**config.mk**
```make
export PLATFORM = sky130hd
export DESIGN_NAME = rca_profile_scanner
export DESIGN_NICKNAME = d
export VERILOG_FILES = /design/src/rtl/rca_profile_scanner.sv
export SDC_FILE = /design/constraint.sdc
export NUM_CORES = 1
export LEC_CHECK = 0
export CELL_PAD_IN_SITES_DETAIL_PLACEMENT = 1
export CELL_PAD_IN_SITES_GLOBAL_PLACEMENT = 1
export CORE_AREA = 5 5 103 105
export CTS_CLUSTER_SIZE = 25
export DETAILED_ROUTE_END_ITERATION = 8
export DIE_AREA = 0 0 108 110
export PLACE_DENSITY = 0.79
export SLEW_MARGIN = 40
export SYNTH_ARGS = -nofsm -noshare
export SYNTH_HDL_FRONTEND = slang
export SYNTH_SLANG_ARGS = --single-unit
```
**constraint.sdc**
```tcl
create_clock -name clk -period 2 [get_ports clk]
set_clock_uncertainty 0.15 [all_clocks]
set_input_delay 0.3 -clock clk [delete_from_list [all_inputs] [get_ports clk]]
set_output_delay 0.3 -clock clk [all_outputs]
set_load 0.05 [all_outputs]
```
**src/rtl/rca_profile_scanner.sv**
```systemverilog
// rtl/rca_profile_scanner.sv - profile cache walker: lock, read every entry, keep the hottest, optionally unlock
module rca_profile_scanner #(
  parameter int NUM_PROFILER_ENTRIES = 8,
  parameter int XLEN = 32,
  parameter int COUNT_W = 8,
  parameter int ID_W = 3,
  parameter logic [ID_W-1:0] SCAN_ID = '0,
  localparam int IDX_W = (NUM_PROFILER_ENTRIES > 1) ? $clog2(NUM_PROFILER_ENTRIES) : 1
) (
  input  logic               clk,
  input  logic               rst,
  input  logic               start,
  input  logic               unlock_on_finish,
  input  logic               issue_ready,
  output logic               issue_new_request,
  output logic [ID_W-1:0]    issue_id,
  output logic               toggle_lock,
  output logic [1:0]         field_id,
  output logic [IDX_W-1:0]   entry_index,
  input  logic               wb_done,
  input  logic [XLEN-1:0]    wb_rd,
  output logic               wb_ack,
  output logic               busy,
  output logic               done,
  output logic               locked,
  output logic               best_valid,
  output logic [IDX_W-1:0]   best_index,
  output logic [COUNT_W-1:0] best_count,
  output logic [XLEN-1:0]    best_addr
);

  typedef enum logic [3:0] {
    IDLE, LOCK_REQ, LOCK_WAIT, RD_VALID, RD_COUNT, RD_ADDR,
    NEXT, UNLOCK_REQ, UNLOCK_WAIT, FINISH
  } state_t;

  localparam logic [IDX_W-1:0] LAST_IDX    = IDX_W'(NUM_PROFILER_ENTRIES - 1);
  localparam logic [1:0]       FIELD_ADDR  = 2'd0;
  localparam logic [1:0]       FIELD_VALID = 2'd1;
  localparam logic [1:0]       FIELD_COUNT = 2'd2;

  state_t             state, state_nxt;
  logic               outstanding;
  logic               unlock_latched;
  logic               req_slot;
  logic [COUNT_W-1:0] cnt_q;
  logic [COUNT_W-1:0] wb_cnt;

  assign wb_cnt   = wb_rd[COUNT_W-1:0];
  assign issue_id = SCAN_ID;
  assign busy     = (state != IDLE) && (state != FINISH);
  assign done     = (state == FINISH);
  assign wb_ack   = outstanding & wb_done;
  // A new request may only go out once the previous response has been consumed.
  assign req_slot = ~outstanding & issue_ready;

  always_ff @(posedge clk) begin
    if (rst) state <= IDLE;
    else     state <= state_nxt;
  end

  always_comb begin
    state_nxt         = state;
    issue_new_request = 1'b0;
    toggle_lock       = 1'b0;
    field_id          = FIELD_ADDR;
    case (state)
      IDLE: if (start) state_nxt = locked ? RD_VALID : LOCK_REQ;
      LOCK_REQ: begin
        toggle_lock       = 1'b1;
        issue_new_request = req_slot;
        if (req_slot) state_nxt = LOCK_WAIT;
      end
      LOCK_WAIT: begin
        toggle_lock = 1'b1;
        if (wb_ack) state_nxt = RD_VALID;
      end
      RD_VALID: begin
        field_id          = FIELD_VALID;
        issue_new_request = req_slot;
        if (wb_ack) state_nxt = wb_rd[0] ? RD_COUNT : NEXT;
      end
      RD_COUNT: begin
        field_id          = FIELD_COUNT;
        issue_new_request = req_slot;
        if (wb_ack) state_nxt = (!best_valid || (wb_cnt > best_count)) ? RD_ADDR : NEXT;
      end
      RD_ADDR: begin
        field_id          = FIELD_ADDR;
        issue_new_request = req_slot;
        if (wb_ack) state_nxt = NEXT;
      end
      NEXT: begin
        if (entry_index == LAST_IDX) state_nxt = unlock_latched ? UNLOCK_REQ : FINISH;
        else                         state_nxt = RD_VALID;
      end
      UNLOCK_REQ: begin
        toggle_lock       = 1'b1;
        issue_new_request = req_slot;
        if (req_slot) state_nxt = UNLOCK_WAIT;
      end
      UNLOCK_WAIT: begin
        toggle_lock = 1'b1;
        if (wb_ack) state_nxt = FINISH;
      end
      FINISH:  state_nxt = IDLE;
      default: state_nxt = IDLE;
    endcase
  end

  always_ff @(posedge clk) begin
    if (rst) begin
      outstanding    <= 1'b0;
      unlock_latched <= 1'b0;
      entry_index    <= '0;
      cnt_q          <= '0;
      locked         <= 1'b1;
      best_valid     <= 1'b0;
      best_index     <= '0;
      best_count     <= '0;
      best_addr      <= '0;
    end else begin
      if (issue_new_request) outstanding <= 1'b1;
      else if (wb_ack)       outstanding <= 1'b0;
      case (state)
        IDLE: begin
          if (start) begin
            unlock_latched <= unlock_on_finish;
            entry_index    <= '0;
            best_valid     <= 1'b0;
            best_index     <= '0;
            best_count     <= '0;
            best_addr      <= '0;
          end
        end
        LOCK_WAIT, UNLOCK_WAIT: if (wb_ack) locked <= ~locked;
        RD_COUNT: if (wb_ack) cnt_q <= wb_cnt;
        // The winning entry is committed as a whole once its address arrives.
        RD_ADDR: begin
          if (wb_ack) begin
            best_addr  <= wb_rd;
            best_count <= cnt_q;
            best_index <= entry_index;
            best_valid <= 1'b1;
          end
        end
        NEXT: if (entry_index != LAST_IDX) entry_index <= entry_index + 1'b1;
        default: ;
      endcase
    end
  end

endmodule

```
==> flow_summary_export.csv, run 1 <==
group,metric,value,unit
drt,postRouteAntennaNets,0,
clock_tree,cts_buffer_depth,2,
placed_design,dpl_cell_area,4210,um^2
global_routing,grt_max_degree,33,
critical_path,slowest_stage,"or4b_4",
power,p_per_area,897,nW/um^2
drt,wl,9630,um
logic_synthesis,yosysTopAreaCellShare,42.8,%
cells_and_area,finalInstanceArea,4610,um^2
power,p_clk_share,34.0,%
floorplanning,rows,36,
floorplanning,initial_core_util,30.4,%
critical_path,path_cells,"or4b_4, o21ai_4, buf_12",
global_routing,grt_usage,16.9,%
global_routing,globalRouteOverflowTotal,0,
drt,firstDrtPassIters,4,
logic_synthesis,synth_ff_type,"dfxtp_1",
sta,whs,0.177,ns
floorplanning,fp.dieW,108,um
placed_design,dp_hpwl,6990,um
sta,rsz0062_at_grt,"true",
logic_synthesis,synth_area_leaders,"dfxtp_1, a22oi_2, nor2_1",
critical_path,critPathLaunch,"state[1]",
logic_synthesis,synth_top_area_cell,"dfxtp_1",
logic_synthesis,syn_area,2900,um^2
power,power,4.14,mW
sta,timing.slew.headroom,64.3,%
clock_tree,cts_hold_buf,0,
clock_tree,cts.sinks,62,
clock_tree,cts_tree,"built",
global_routing,grt_pass1_wl,15500,um
clock_tree,numCtsBuffers,9,
logic_synthesis,synth_edf_count,0,
logic_synthesis,postSynth.asyncResetShare,0,%
logic_synthesis,seq_area_frac_synth,42.8,%
placed_design,port_buffers,92,
power,switching_share,31.7,%
critical_path,cp.arrival,1.52,ns
floorplanning,die_y,110,um
logic_synthesis,synthCells,306,
cells_and_area,drive_gt1_share,31.8,%
clock_tree,clockRootBuffer,"clkbuf_8",
critical_path,worstPathMaxFanout,6,
sta,worst_pin_slew,0.535,ns
power,internal_power,2.83,mW
sta,tns,0,ns
floorplanning,io_pins,96,
critical_path,crit_path_start_kind,"flip-flop",
critical_path,r2r_end,"entry_index[0]",
power,p_leak,2.06,nW
outcome,status,"finished, final reports clean",
critical_path,rr_worst_depth,6,
sta,min_period,1.97,ns
drt,vias_per_cell,4.85,
clock_tree,clkTransAtPathRegs,0.07,ns
clock_tree,clock_insertion_delay_worst_skew,0.34,ns
drt,drcViolationCount,0,
cells_and_area,area_delta_synth_final,59.0,%
critical_path,worstSetupPathType,"flip-flop to output port",
global_routing,antenna_found_initial,0,
sta,fin_ws,0.0257,ns
logic_synthesis,synth.ff_latch_count,62,
drt,wl_per_cell,17.0,um
critical_path,required,1.55,ns
floorplanning,core_area,9550,um^2
cells_and_area,n_antenna_cell,0,
sta,max_clock_freq,507,MHz
logic_synthesis,syn_avg_cell_area,9.49,um^2
flow_run,drv_cap,0,
min_path,min_path_type,"input pin to flip-flop",
drt,vias,2748,
critical_path,cp-end-kind,"output port",
critical_path,critical-path-max-stage-delay,0.56,ns
power,switchingPower,1.31,mW
global_routing,grt_pass1_vias,3016,
critical_path,setup.worst_path.end,"toggle_lock",
placed_design,gp_congestion,0.813,
sta,period_share,98.7,%
sta,finalMaxSlewViolations,0,
sta,final-setup-viol-count,0,
power,p_comb_share,34.0,%
power,peakVddDrop,0.394,mV
clock_tree,h-tree-depth,3,
cells_and_area,nNetsFinal,478,
floorplanning,dieArea,11900,um^2
drt,first_iter_violations,112,
critical_path,ff2ff_setup_slack,0.06,ns
logic_synthesis,ys_warn_count,0,
critical_path,rr_startpoint,"entry_index[0]",
placed_design,pre_cts_ws,-0.260,ns
logic_synthesis,synth.distinct_cells,46,
power,power_frac_seq,32.0,%
sta,hold_viol_final,0,
registers in the layout, summed over array words and instances (netlist names):
signal          count
entry_index         3
best_index          3
state               4
unlock_latched      1
best_valid          1
outstanding         1
locked              1
cnt_q               8
best_addr          32
best_count          8
cells by family (layout without fill, tap and decap cells):
| logic type | after synthesis | after routing | synth area share [%] |
|---|---|---|---|
| compound gates | 77 | 77 | 23.3 |
| buf+inv | 39 | 165 | 7.63 |
| xor+xnor | 4 | 4 | 1.21 |
| mux | 10 | 10 | 3.45 |
| fa+ha+maj | 10 | 10 | 4.31 |
| flops | 62 | 62 | 42.8 |
| simple gates | 103 | 103 | 17.2 |
| other cells | 1 | 3 | 0.129 |
critical path, delay by kind of cell, from the launching register on:
| kind | cells | cell delay, ns |
|---|---|---|
| AOI/OAI and AO/OA | 1 | 0.09 |
| buffers and inverters | 1 | 0.15 |
| DFF | 1 | 0.38 |
| and+or+nand+nor | 1 | 0.56 |
layout make-up:
class / count / area, um^2
Fill cell: 1086 / 4930
Multi-Input combinational cell: 207 / 1520
Timing Repair Buffer: 136 / 1350
Sequential cell: 62 / 1260
Tap cell: 133 / 166
Clock buffer: 12 / 165
Clock inverter: 3 / 90.1
Inverter: 14 / 52.6
cell usage after synthesis (2+ instances only):
library cell  number
mux2i_1           10
nor3_1             5
nand2_1           10
inv_1             13
xnor2_1            4
buf_2              6
ha_1              10
or3_1              2
buf_6              7
buf_1              2
nor4_4             2
a21oi_1           11
nor2b_1            5
nor2_1            63
a22oi_2           24
a22oi_1           20
buf_4              4
a211oi_1           2
o211ai_1           3
a2bb2oi_1          2
o21ai_0            5
dfxtp_1           62
nand2b_1           4
clkbuf_1           6
nand3_1            3
metal layers:
layer / wire, um / GRT usage, % / vias up
met4: 195 / 6.85 / 0
met3: 372 / 3.79 / 12
met2: 5250 / 31.3 / 60
met1: 3810 / 18.6 / 1354
met5: 0 / 0 / -
li1: - / - / 1322
stage by stage:
stage	std cells	utilization (%)
3_5_place_dp	546	44.1
6_report	567	48.3
2_1_floorplan	308	-
5_1_grt	567	48.3
3_3_place_gp	546	44.1
4_1_cts	565	47.2
cell usage in the layout (no fill, tap or decap), types with 2 or more instances in the layout:
| cell type | count |
|---|---|
| nor2_1 | 62 |
| buf_4 | 55 |
| clkdlybuf4s50_1 | 52 |
| dfxtp_1 | 51 |
| a22oi_2 | 24 |
| a22oi_1 | 20 |
| dlymetal6s2s_1 | 14 |
| inv_1 | 13 |
| clkbuf_8 | 12 |
| mux2i_1 | 10 |
| buf_12 | 10 |
| nand2_1 | 9 |
| ha_1 | 9 |
| a21oi_1 | 8 |
| dfxtp_2 | 8 |
| xnor2_1 | 4 |
| o21ai_0 | 4 |
| nor2b_1 | 4 |
| nor3_1 | 4 |
| a21oi_2 | 3 |
| o211ai_1 | 3 |
| nand3_1 | 3 |
| conb_1 | 3 |
| bufinv_16 | 3 |
| dfxtp_4 | 3 |
| nand2b_1 | 2 |
| nor4_4 | 2 |
| nand2_2 | 2 |
| a211oi_1 | 2 |
| a2bb2oi_1 | 2 |
| or3_1 | 2 |
| dlygate4sd2_1 | 2 |
| buf_6 | 2 |
power by group through the flow:
| stage | combinational (mW) | clock [mW] | sequential (mW) |
|---|---|---|---|
| final | 1.41 | 1.41 | 1.32 |
| after global routing | 1.49 | 1.51 | 1.32 |
| after CTS | 1.33 | 1.45 | 1.31 |
| after detailed placement | 1.27 | 0 | 1.34 |
| after global placement | 1.24 | 0 | 1.34 |
| after floorplan | 0.794 | 0 | 1.31 |
worst min path at each step:
stage	from	endpoint	slack [ns]	cells past startpoint
detailed placement	best_index[0]	best_index[0]	0.34	2
finish	rst	best_count[3]	0.18	2
global route	rst	best_count[2]	0.18	2
CTS	rst	best_count[3]	0.16	2
global placement	cnt_q[7]	cnt_q[7]	0.33	2
floorplan	wb_rd[0]	cnt_q[0]	0.29	2
what timing repair did:
item                       4_1_cts  5_1_grt
pin swaps                        2        2
setup buffers                    5        2
gates resized for setup         11       28
setup endpoints to repair        7       20
No activity file was read; power rests on OpenSTA's default activity.
==> run 2, diff against run 1 <==
Settings changed: CORE_AREA 5 5 103 105 to 5 5 99 101, DIE_AREA 0 0 108 110 to 0 0 104 106, GPL_TIMING_DRIVEN from default to 0, PLACE_DENSITY 0.79 to 0.81, REMOVE_ABC_BUFFERS from default to 1.
Clock period 2 ns to 2.1 ns, I/O delays scaled along.
==> flow_summary_export.csv, run 2 (synthesized netlist as in run 1, its figures left out) <==
group,metric,value,unit
cells_and_area,top_register,"best_addr",
flow_run,drv_cap,0,
critical_path,cp-end-kind,"output port",
floorplanning,core_area,8930,um^2
power,peakVddDrop,0.324,mV
drt,firstDrtPassIters,4,
sta,worst_pin_slew,0.553,ns
drt,postRouteAntennaNets,0,
drt,vias,2650,
drt,wl_met3,488,um
placed_design,pre_cts_ws,-0.611,ns
cells_and_area,nNetsFinal,455,
clock_tree,numCtsBuffers,9,
sta,fin_ws,0.0868,ns
critical_path,cp.arrival,1.55,ns
cells_and_area,mostFrequentLayoutCell,"clkdlybuf4s50_1",
clock_tree,clockRootBuffer,"clkbuf_8",
drt,dr.max_layer_used,"met4",
sta,hold_viol_final,0,
global_routing,globalRouteOverflowTotal,0,
sta,timing.slew.headroom,63.0,%
critical_path,crit_path_start_kind,"flip-flop",
cells_and_area,reg_top3,"best_addr: 32 flops, best_count: 8 flops, cnt_q: 8 flops",
global_routing,grt_max_degree,49,
placed_design,gp_congestion,0.787,
power,switching_share,34.7,%
cells_and_area,n_antenna_cell,0,
floorplanning,fp.dieW,104,um
clock_tree,clkTransAtPathRegs,0.06,ns
sta,max_clock_freq,497,MHz
sta,final-setup-viol-count,0,
sta,min_period,2.01,ns
power,internal_power,2.16,mW
sta,finalMaxSlewViolations,0,
critical_path,required,1.63,ns
critical_path,worstSetupPathType,"flip-flop to output port",
placed_design,port_buffers,92,
power,power_frac_seq,39.4,%
global_routing,grt_pass1_vias,2894,
global_routing,antenna_found_initial,0,
clock_tree,cts_hold_buf,0,
global_routing,grt_pass1_wl,14600,um
drt,wl_per_cell,16.7,um
clock_tree,clock_insertion_delay_worst_skew,0.32,ns
floorplanning,dieArea,11000,um^2
drt,drcViolationCount,0,
clock_tree,h-tree-depth,3,
cells_and_area,finalInstanceArea,4260,um^2
power,p_per_area,776,nW/um^2
placed_design,dpl_cell_area,3940,um^2
global_routing,grt_usage,16.2,%
floorplanning,initial_core_util,32.5,%
clock_tree,cts_buffer_depth,2,
min_path,min_path_type,"input pin to flip-flop",
placed_design,dp_hpwl,6270,um
drt,wl,8680,um
power,switchingPower,1.15,mW
critical_path,worstPathMaxFanout,13,
power,p_comb_share,32.3,%
outcome,status,"finished, final reports clean",
cells_and_area,drive_gt1_share,20.5,%
power,p_clk_share,28.3,%
clock_tree,cts.sinks,62,
cells_and_area,area_delta_synth_final,46.8,%
drt,first_iter_violations,93,
cells_and_area,most-common-layout-cells,"clkdlybuf4s50_1, nor2_1, dfxtp_1",
power,power,3.31,mW
floorplanning,die_y,106,um
cells_and_area,largest_reg_flops,32,
drt,vias_per_cell,5.09,
floorplanning,io_pins,96,
power,p_leak,1.63,nW
clock_tree,cts_tree,"built",
drt,wl_met1,3550,um
floorplanning,rows,35,
sta,period_share,95.9,%
drt,wl_met2,4460,um
[run 2: cell count changes in the layout (fill, tap and decap cells not counted), sizes merged]
cell | previous run | this run
dlymetal6s2s | 14 | 2
dlygate4sd2 | 2 | 1
bufinv | 3 | 0
clkbuf | 12 | 14
clkinv | 0 | 1
clkdlybuf4s50 | 52 | 82
clkdlybuf4s15 | 0 | 1
buf | 68 | 26
[run 2: power by group through the flow]
stage / clock (mW) / combinational, mW / sequential, mW
floorplan: 0 / 0.548 / 1.31
global placement: 0 / 0.821 / 1.33
detailed placement: 0 / 0.947 / 1.33
CTS: 0.987 / 1.00 / 1.30
global route: 1.04 / 1.15 / 1.31
finish: 0.936 / 1.07 / 1.30
[run 2: worst paths after layout]
path,startpoint,endpoint,slack [ns],cells after the start
max reg2reg,state[1],best_addr[31],0.10,8
min reg2reg,best_addr[30],best_addr[30],0.35,2
max,state[1],toggle_lock,0.09,3
min,rst,best_addr[30],0.15,2
[run 2: area by class of cell]
class                   instances  area (um^2)
clock inverters                 1         5.00
inverters                      14         52.6
repair buffers                113         1130
flip-flops and latches         62         1260
clock buffers                  13          169
fillers                      1041         4670
multi-input cells             207         1500
well taps                     111          139
[run 2: what timing repair did]
item,4_1_cts,5_1_grt
endpoints found under the setup margin,63,24
gates resized for setup,38,17
pin swaps,1,1
setup buffers,9,3
[run 2: metrics by stage]
step           std cells  util, %  hold WS (ns)   TNS, ns
2_1_floorplan        283        -         0.234    -77.42
3_3_place_gp         486     42.5         0.326   -178.13
3_5_place_dp         496     44.1         0.341    -18.29
4_1_cts              519     47.1         0.135         0
5_1_grt              521     47.7         0.140  -0.00349
6_report             521     47.7         0.149         0
[run 2: per-layer routing]
metal	track usage (%)	vias up
met3	5.59	14
met1	18.3	1302
li1	-	1269
met4	6.29	0
met5	0	-
met2	28.1	65
[run 2: critical path, cell delays in order, from the launching register on]
cell,delay (ns)
dfxtp_4,0.40
or4b_4,0.57
o21ai_2,0.08
buf_6,0.17
